--- config.mk ---
export PLATFORM = sky130hd
export DESIGN_NAME = miriscv_lsu
export DESIGN_NICKNAME = d
export VERILOG_FILES = /design/src/rtl/miriscv_lsu.sv
export SDC_FILE = /design/constraint.sdc
export NUM_CORES = 1
export LEC_CHECK = 0
export ABC_AREA = 0
export CORE_MARGIN = 4
export CORE_UTILIZATION = 44
export CTS_BUF_LIST = sky130_fd_sc_hd__clkbuf_2
export DETAILED_ROUTE_END_ITERATION = 10
export HOLD_SLACK_MARGIN = 0.15
export PLACE_DENSITY = 0.91
export SYNTH_ARGS = -nofsm -noshare
export SYNTH_HDL_FRONTEND = slang
export SYNTH_SLANG_ARGS = --single-unit
--- constraint.sdc ---
create_clock -name clk_i -period 2.4 [get_ports clk_i]
set_input_delay 0.48 -clock clk_i [delete_from_list [all_inputs] [get_ports clk_i]]
set_output_delay 0.48 -clock clk_i [all_outputs]
set_load 0.05 [all_outputs]
--- src/rtl/miriscv_lsu.sv ---
// Load-store unit: drives a req/gnt/rvalid data-memory port and stalls the core until done.
// Optional macro LSU_MISALIGN_EN adds misaligned-access detection (lsu_misaligned_o).
module miriscv_lsu #(
  parameter int unsigned ADDR_W = 32,
  parameter int unsigned DATA_W = 32
) (
  input  logic              clk_i,
  input  logic              rstn_i,
  input  logic              lsu_req_i,
  input  logic              lsu_we_i,
  input  logic [2:0]        lsu_size_i,
  input  logic [ADDR_W-1:0] lsu_addr_i,
  input  logic [DATA_W-1:0] lsu_data_i,
  output logic [DATA_W-1:0] lsu_data_o,
  output logic              lsu_stall_req_o,
  output logic              data_req_o,
  output logic              data_we_o,
  output logic [3:0]        data_be_o,
  output logic [ADDR_W-1:0] data_addr_o,
  output logic [DATA_W-1:0] data_wdata_o,
  input  logic              data_gnt_i,
  input  logic              data_rvalid_i,
  input  logic [DATA_W-1:0] data_rdata_i
`ifdef LSU_MISALIGN_EN
  ,
  output logic              lsu_misaligned_o
`endif
);

  localparam logic [1:0] IDLE    = 2'd0;
  localparam logic [1:0] REQ     = 2'd1;
  localparam logic [1:0] WAIT_RV = 2'd2;
  localparam logic [1:0] DONE    = 2'd3;

  logic [1:0]        state_q, state_d;
  logic              we_q;
  logic [2:0]        size_q;
  logic [1:0]        off_q;
  logic [ADDR_W-1:0] addr_q;
  logic [3:0]        be_q, be_d;
  logic [DATA_W-1:0] wdata_q, wdata_d;
  logic [DATA_W-1:0] rdata_q, rdata_ext;
  logic [7:0]        rbyte;
  logic [15:0]       rhalf;
  logic              misaligned;
`ifdef LSU_MISALIGN_EN
  logic              misaligned_q;
`endif

  // Byte enables and lane-replicated store data from the live request.
  always_comb begin
    be_d    = 4'b1111;
    wdata_d = lsu_data_i;
    case (lsu_size_i[1:0])
      2'd0: begin
        be_d    = 4'b0001 << lsu_addr_i[1:0];
        wdata_d = {4{lsu_data_i[7:0]}};
      end
      2'd1: begin
        be_d    = 4'b0011 << {lsu_addr_i[1], 1'b0};
        wdata_d = {2{lsu_data_i[15:0]}};
      end
      default: begin
        be_d    = 4'b1111;
        wdata_d = lsu_data_i;
      end
    endcase
  end

`ifdef LSU_MISALIGN_EN
  always_comb begin
    misaligned = 1'b0;
    case (lsu_size_i[1:0])
      2'd0:    misaligned = 1'b0;
      2'd1:    misaligned = lsu_addr_i[0];
      default: misaligned = (lsu_addr_i[1:0] != 2'b00);
    endcase
  end
`else
  assign misaligned = 1'b0;
`endif

  // Load extraction uses the offset/size latched at request time.
  always_comb begin
    case (off_q)
      2'd0:    rbyte = data_rdata_i[7:0];
      2'd1:    rbyte = data_rdata_i[15:8];
      2'd2:    rbyte = data_rdata_i[23:16];
      default: rbyte = data_rdata_i[31:24];
    endcase
    rhalf = off_q[1] ? data_rdata_i[31:16] : data_rdata_i[15:0];
    case (size_q[1:0])
      2'd0:    rdata_ext = size_q[2] ? {24'b0, rbyte} : {{24{rbyte[7]}}, rbyte};
      2'd1:    rdata_ext = size_q[2] ? {16'b0, rhalf} : {{16{rhalf[15]}}, rhalf};
      default: rdata_ext = data_rdata_i;
    endcase
  end

  always_comb begin
    state_d = state_q;
    case (state_q)
      IDLE: begin
        if (lsu_req_i) state_d = misaligned ? DONE : REQ;
      end
      REQ: begin
        if (data_gnt_i) state_d = we_q ? DONE : WAIT_RV;
      end
      WAIT_RV: begin
        if (data_rvalid_i) state_d = DONE;
      end
      default: state_d = IDLE;
    endcase
  end

  always_ff @(posedge clk_i) begin
    if (!rstn_i) begin
      state_q <= IDLE;
      we_q    <= 1'b0;
      size_q  <= 3'd0;
      off_q   <= 2'd0;
      addr_q  <= '0;
      be_q    <= 4'b0;
      wdata_q <= '0;
      rdata_q <= '0;
    end else begin
      state_q <= state_d;
      if (state_q == IDLE && lsu_req_i) begin
        we_q    <= lsu_we_i;
        size_q  <= lsu_size_i;
        off_q   <= lsu_addr_i[1:0];
        addr_q  <= lsu_addr_i;
        be_q    <= be_d;
        wdata_q <= wdata_d;
      end
      if (state_q == WAIT_RV && data_rvalid_i) rdata_q <= rdata_ext;
    end
  end

`ifdef LSU_MISALIGN_EN
  // Set only on the IDLE -> DONE shortcut, so it is high for that DONE cycle alone.
  always_ff @(posedge clk_i) begin
    if (!rstn_i) misaligned_q <= 1'b0;
    else         misaligned_q <= (state_q == IDLE) && lsu_req_i && misaligned;
  end
  assign lsu_misaligned_o = misaligned_q && (state_q == DONE);
`endif

  always_comb begin
    case (state_q)
      IDLE:    lsu_stall_req_o = lsu_req_i;
      REQ:     lsu_stall_req_o = 1'b1;
      WAIT_RV: lsu_stall_req_o = 1'b1;
      default: lsu_stall_req_o = 1'b0;
    endcase
  end

  assign data_req_o   = (state_q == REQ);
  assign data_we_o    = we_q;
  assign data_be_o    = be_q;
  assign data_addr_o  = {addr_q[ADDR_W-1:2], 2'b00};
  assign data_wdata_o = wdata_q;
  assign lsu_data_o   = rdata_q;

endmodule

# Word level (Yosys, flattened, before mapping)

Index checks and enable logic that the tools add are counted.
Widths: inputs -> output; s select.

Register bits after elaboration: 108
Input port bits: 105
Logic and storage cells: 40
Output and inout port bits: 103

Muxes and demuxes: 13
Shift-type cells: 2
Reductions and logical operators: 8
Equality and inequality tests: 9

Operator list:

| cell                | count |
|---|---|
| $pmux 32 s2         | 2 |
| $mux 32             | 2 |
| $pmux 8 s3          | 1 |
| $mux 16             | 1 |
| $eq 2x1->1 const B  | 4 |
| $logic_not 2->1     | 4 |
| $pmux 4 s2          | 1 |
| $mux 2              | 3 |
| $pmux 2 s3          | 1 |
| $eq 2x2->1 const B  | 2 |
| $ne 2x2->1 const B  | 2 |
| $shl 1x2->4 const A | 1 |
| $shl 2x2->4 const A | 1 |
| $reduce_and 3->1    | 1 |
| $logic_and 1x1->1   | 2 |
| $ne 2x1->1 const B  | 1 |
| $pmux 1 s2          | 1 |
| $reduce_or 2->1     | 1 |
| $mux 1              | 1 |

# Depth between registers and ports, before layout

Depth after elaboration: 4
Mapped depth: 8
Depth with buffers taken out: 6

# Worst setup path before layout

Ideal clock, no wire load.

Kind: register to output
Start: register state_q[0]
End: output port lsu_stall_req_o
Data required time: 1.920 ns
Path buffers: 3
Arrival: 2.099 ns
Cell stages (with the launch flop): 9
Slack: -0.179 ns
Cell sequence: dfxtp_1 > inv_1 > ha_1 > and2_1 > clkbuf_1 > buf_2 > buf_1 > nor2_1 > nor2_1

Word-level cells in the longest chain between the ends: 3
Elaborated cells on any way between the ends: 5
Classes of those cells: eq/ne (2); mux (1); reduce/logical (2)

RTL lines:

| what                                     | RTL line | text |
|---|---|---|
| start: declaration                       | 35       | `logic [1:0] state_q, state_d;` |
| start signal: assignment                 | 126      | `state_q <= state_d;` |
| $eq 2x1->1 or $eq 2x2->1 (tied branches) | 149      | `case (state_q)` |
| $reduce_or 2->1 (no line)                | --       |  |
| $pmux 1 s2 *                             | 149      |  |
| end: declaration                         | 15       | `output logic lsu_stall_req_o,` |

Mark *: on every way between the ends. The rest lies on a longest branch, timed or not.

# Worst setup path after layout

Start: register wdata_q[28] (netlist: data_wdata_o[28])
End: output port data_wdata_o[28]

RTL lines:

| what                     | RTL line | text |
|---|---|---|
| start: declaration       | 41       | `logic [DATA_W-1:0] wdata_q, wdata_d;` |
| start signal: assignment | 133      | `wdata_q <= wdata_d;` |
| end: declaration         | 20       | `output logic [DATA_W-1:0] data_wdata_o,` |

No word-level cell between the ends.

==> metrics.md <==
| Metric | Value |
|---|---|
| Clk Latency, worst-skew pair | `roughly 560 ps` |
| Boundary pin count | `208` |
| DRT iter0 DRCs | `282` |
| Drt total wl | `15.2 mm` |
| Post-synthesis compound-gate area fraction | `0.273` |
| Gate power share | `0.534` |
| Post-DRT Antenna Nets | `0` |
| # hold bufs at CTS | `0` |
| Die ar. | `approximately 13000 um^2` |
| All-layer global routing usage | `0.230` |
| Slew headroom | `0.532` |
| CTS sink count | `106` |
| Internal cell power | `3610 uW` |
| Status | `finished, final reports clean` |
| CP delay by family, top | `buffers and inverters` |
| Multi-input logic area | `2360 um^2` |
| Crit-path max FO | `2` |
| VDD IR max | `between 0.0006 and 0.0007 V` |
| Flops & latches, synth | `roughly 110` |
| Sequential share of power | `0.351` |
| Critical path arrival | `1810 ps` |
| Post-Syn Area | `approximately 4900 um^2` |
| Max Slew Vio Count | `0` |
| Final setup TNS | `0 ps` |
| Max Clock Skew | `27.4 ps` |
| DIE WIDTH | `114 um` |
| Num rows | `38` |
| Yosys warnings | `0` |
| Worst setup EP type | `output port` |
| Clock Power Share | `0.115` |
| Final Cycle Share | `0.956` |
| Worst hold path class | `input port to flip-flop` |
| CP Launch Type | `flip-flop` |
| Final hold vios | `0` |
| Initial Util | `0.452` |
| Layout cells sized above 1 | `0.0737` |
| Fillers | `860` |
| Min Tclk post-route | `2290 ps` |
| Worst Tran Pin Value | `702 ps` |
| Cells after Synth | `588` |
| Slowest cell on the critical path | `clkdlybuf4s50_1` |
| Mean Syn Cell Area | `8.37 um^2` |
| Initial antenna violation count | `0` |
| Total congestion overflow | `0` |
| Switching share of power | `0.462` |
| Via count | `about 4.8k` |
| # setup viols final | `0` |
| Hold Slack | `approximately 270 ps` |
| Post-CTS setup buffers | `0` |
| Clk root buf | `clkbuf_2` |
| Setup Crit Path Kind | `flip-flop to output port` |
| Post-synthesis sequential area ratio | `0.431` |
| Num CTS Buffers | `9` |
| DR vias/cell | `5.43` |
| NetSw | `3100 uW` |
| Avg WL per Cell | `17.2 um` |
| Required @ worst endpoint | `1920 ps` |
| Nets | `852` |
| Worst-path cell chain | `clkdlybuf4s50_1` |
| IO Port Bufs | `205` |
| CP peak stage delay | `between 800 and 900 ps` |
| Crit path buffers/inverters | `1` |
| P per Cell Area | `957 nW/um^2` |
| Distinct cell type count after synthesis | `34` |
| FMAX | `about 0.44 GHz` |
| Mux cell area share after synthesis | `0.0567` |
| # diodes | `0` |
| Core area | `between 10000 and 15000 um^2` |
| Xor/xnor cell area share of the yosys netlist | `0` |
| First-pass GRT wire length | `24.0 mm` |
| RSZ-0062 raised after global routing | `no` |
| Synth Area in Adders | `0.0102` |
| Vias in the first global route | `4919` |
| Residual DRC | `0` |
| CTS tree | `yes` |
| Max H-tree Level | `3` |
| Pin count of the biggest net entering global routing | `67` |
| GPL Wtd Cong | `~0.99` |
| HPWL Detailed | `between 10 and 15 mm` |
| Post-synthesis simple-gate area fraction | `0.136` |
| Clock-pin slew of the registers on the worst-case setup and hold paths | `260 ps` |
| Maxcap violations | `0` |
| Largest family of logic cells by synthesized area | `compound AO/OA/AOI/OAI gates` |
| CTS Buffer Depth | `2` |
| DRT Pass-1 Iters | `5` |
| Area delta synth->final | `42.3%` |
| Die Ht | `114 um` |
| Register area | `2130 um^2` |
| Leak | `0.00282 uW` |
==> kinds of logic after synthesis <==
logic type	Yosys count
flip-flops	106
AND/OR/NAND/NOR	165
multiplexers	27
other	1
buffers and inverters	85
AO/OA/AOI/OAI	200
adder cells (fa/ha/maj)	4
==> timing repair <==
item                                    in CTS  in global routing
pin swaps                                    0                  0
resized for setup                            1                  7
endpoints found under the setup margin       1                  4
endpoints found under the hold margin        0                  0
==> Yosys cell counts <==
master | n | area, um^2
nand2_1 | 139 | 522
dfxtp_1 | 106 | 2120
o21ai_0 | 54 | 270
a21boi_0 | 52 | 390
clkbuf_1 | 37 | 139
a21oi_1 | 36 | 180
buf_4 | 32 | 240
mux2i_1 | 20 | 200
o211a_1 | 16 | 160
a21oi_2 | 10 | 87.6
a221oi_1 | 9 | 78.8
nand3_1 | 8 | 40.0
a31oi_1 | 7 | 43.8
inv_1 | 7 | 26.3
mux2_2 | 7 | 78.8
a32oi_1 | 6 | 52.6
nor2_1 | 6 | 22.5
buf_2 | 5 | 25.0
ha_1 | 4 | 50.1
nor2b_1 | 4 | 25.0
a21o_1 | 3 | 22.5
a22o_1 | 3 | 26.3
buf_1 | 3 | 11.3
nand2b_1 | 3 | 18.8
and2_1 | 2 | 12.5
a211oi_1 | 1 | 7.51
a222oi_1 | 1 | 10.0
and3_1 | 1 | 6.26
buf_6 | 1 | 11.3
conb_1 | 1 | 3.75
nor3b_2 | 1 | 12.5
o211ai_1 | 1 | 7.51
o21bai_1 | 1 | 7.51
or4_4 | 1 | 11.3
==> path summary, 6_finish.rpt <==
kind                     from          endpoint  slack [ps]  cells after the start
min reg2reg        addr_q[27]        addr_q[27]         480                      2
max reg2reg         addr_q[1]    lsu_data_o[19]         520                      4
max          data_wdata_o[28]  data_wdata_o[28]         110                      1
min                    rstn_i        addr_q[22]         270                      2
==> cell type report <==
class                           count  share of cell area
Multi-Input combinational cell    398               0.337
Timing Repair Buffer              221               0.317
Sequential cell                   106               0.304
Tap cell                          140              0.0250
Clock buffer                       10             0.00714
Clock inverter                      4             0.00643
Inverter                            7             0.00375
==> cell usage in the layout, fill, tap and decap left out, types with 4 or more instances in the layout <==
cell type | Yosys | routed
clkbuf_2 | 0 | 10
mux2i_1 | 20 | 20
nand3_1 | 8 | 8
nor2b_1 | 4 | 4
ha_1 | 4 | 4
a21boi_0 | 52 | 52
buf_4 | 32 | 13
inv_1 | 7 | 7
a32oi_1 | 6 | 6
dfxtp_1 | 106 | 104
a21oi_1 | 36 | 36
o21ai_0 | 54 | 54
mux2_2 | 7 | 7
clkdlybuf4s50_1 | 0 | 199
nand2_1 | 139 | 138
o211a_1 | 16 | 16
a221oi_1 | 9 | 9
buf_12 | 0 | 4
a21oi_2 | 10 | 10
nor2_1 | 6 | 4
a31oi_1 | 7 | 7
==> sequential cells by signal, summed over array words and instances, names as in the netlist <==
| register | cells |
|---|---|
| lsu_data_o | 32 |
| state_q | 2 |
| size_q | 3 |
| data_wdata_o | 32 |
| addr_q | 31 |
| off_q | 1 |
| data_we_o | 1 |
| data_be_o | 4 |
==> per-stage QoR <==
step / cell area [um^2] / utilization / setup WS [ps] / total power (uW) / std cells
6_report: 7010 / 0.643 / 106 / 6700 / 886
5_1_grt: 7010 / 0.643 / 0.665 / 7060 / 886
4_1_cts: 6990 / 0.642 / 27.1 / 6740 / 886
3_5_place_dp: 6900 / 0.633 / 133 / 5980 / 872
3_3_place_gp: 6900 / 0.633 / 196 / 5880 / 872
2_1_floorplan: 4930 / - / 31.8 / 4780 / 589
==> power by group through the flow <==
stage	sequential, uW	combinational, uW	clock, uW
global placement	2370	3520	0
detailed placement	2390	3590	0
CTS	2350	3600	790
global route	2410	3780	872
finish	2350	3580	768
floorplan	3170	1610	0
==> layer usage <==
metal  GRT usage  share of wire
met5           0              0
met3      0.0716          0.091
met1       0.261           0.38
met2       0.397           0.50
met4      0.0990          0.033
==> worst register-to-register path: stages (launching register included) <==
cell and delay [ps]:
dfxtp_1 520, mux2_2 400, o211ai_1 90, a21o_1 600
a21oi_1 150
Note: power is estimated with default switching activity, not from simulation.
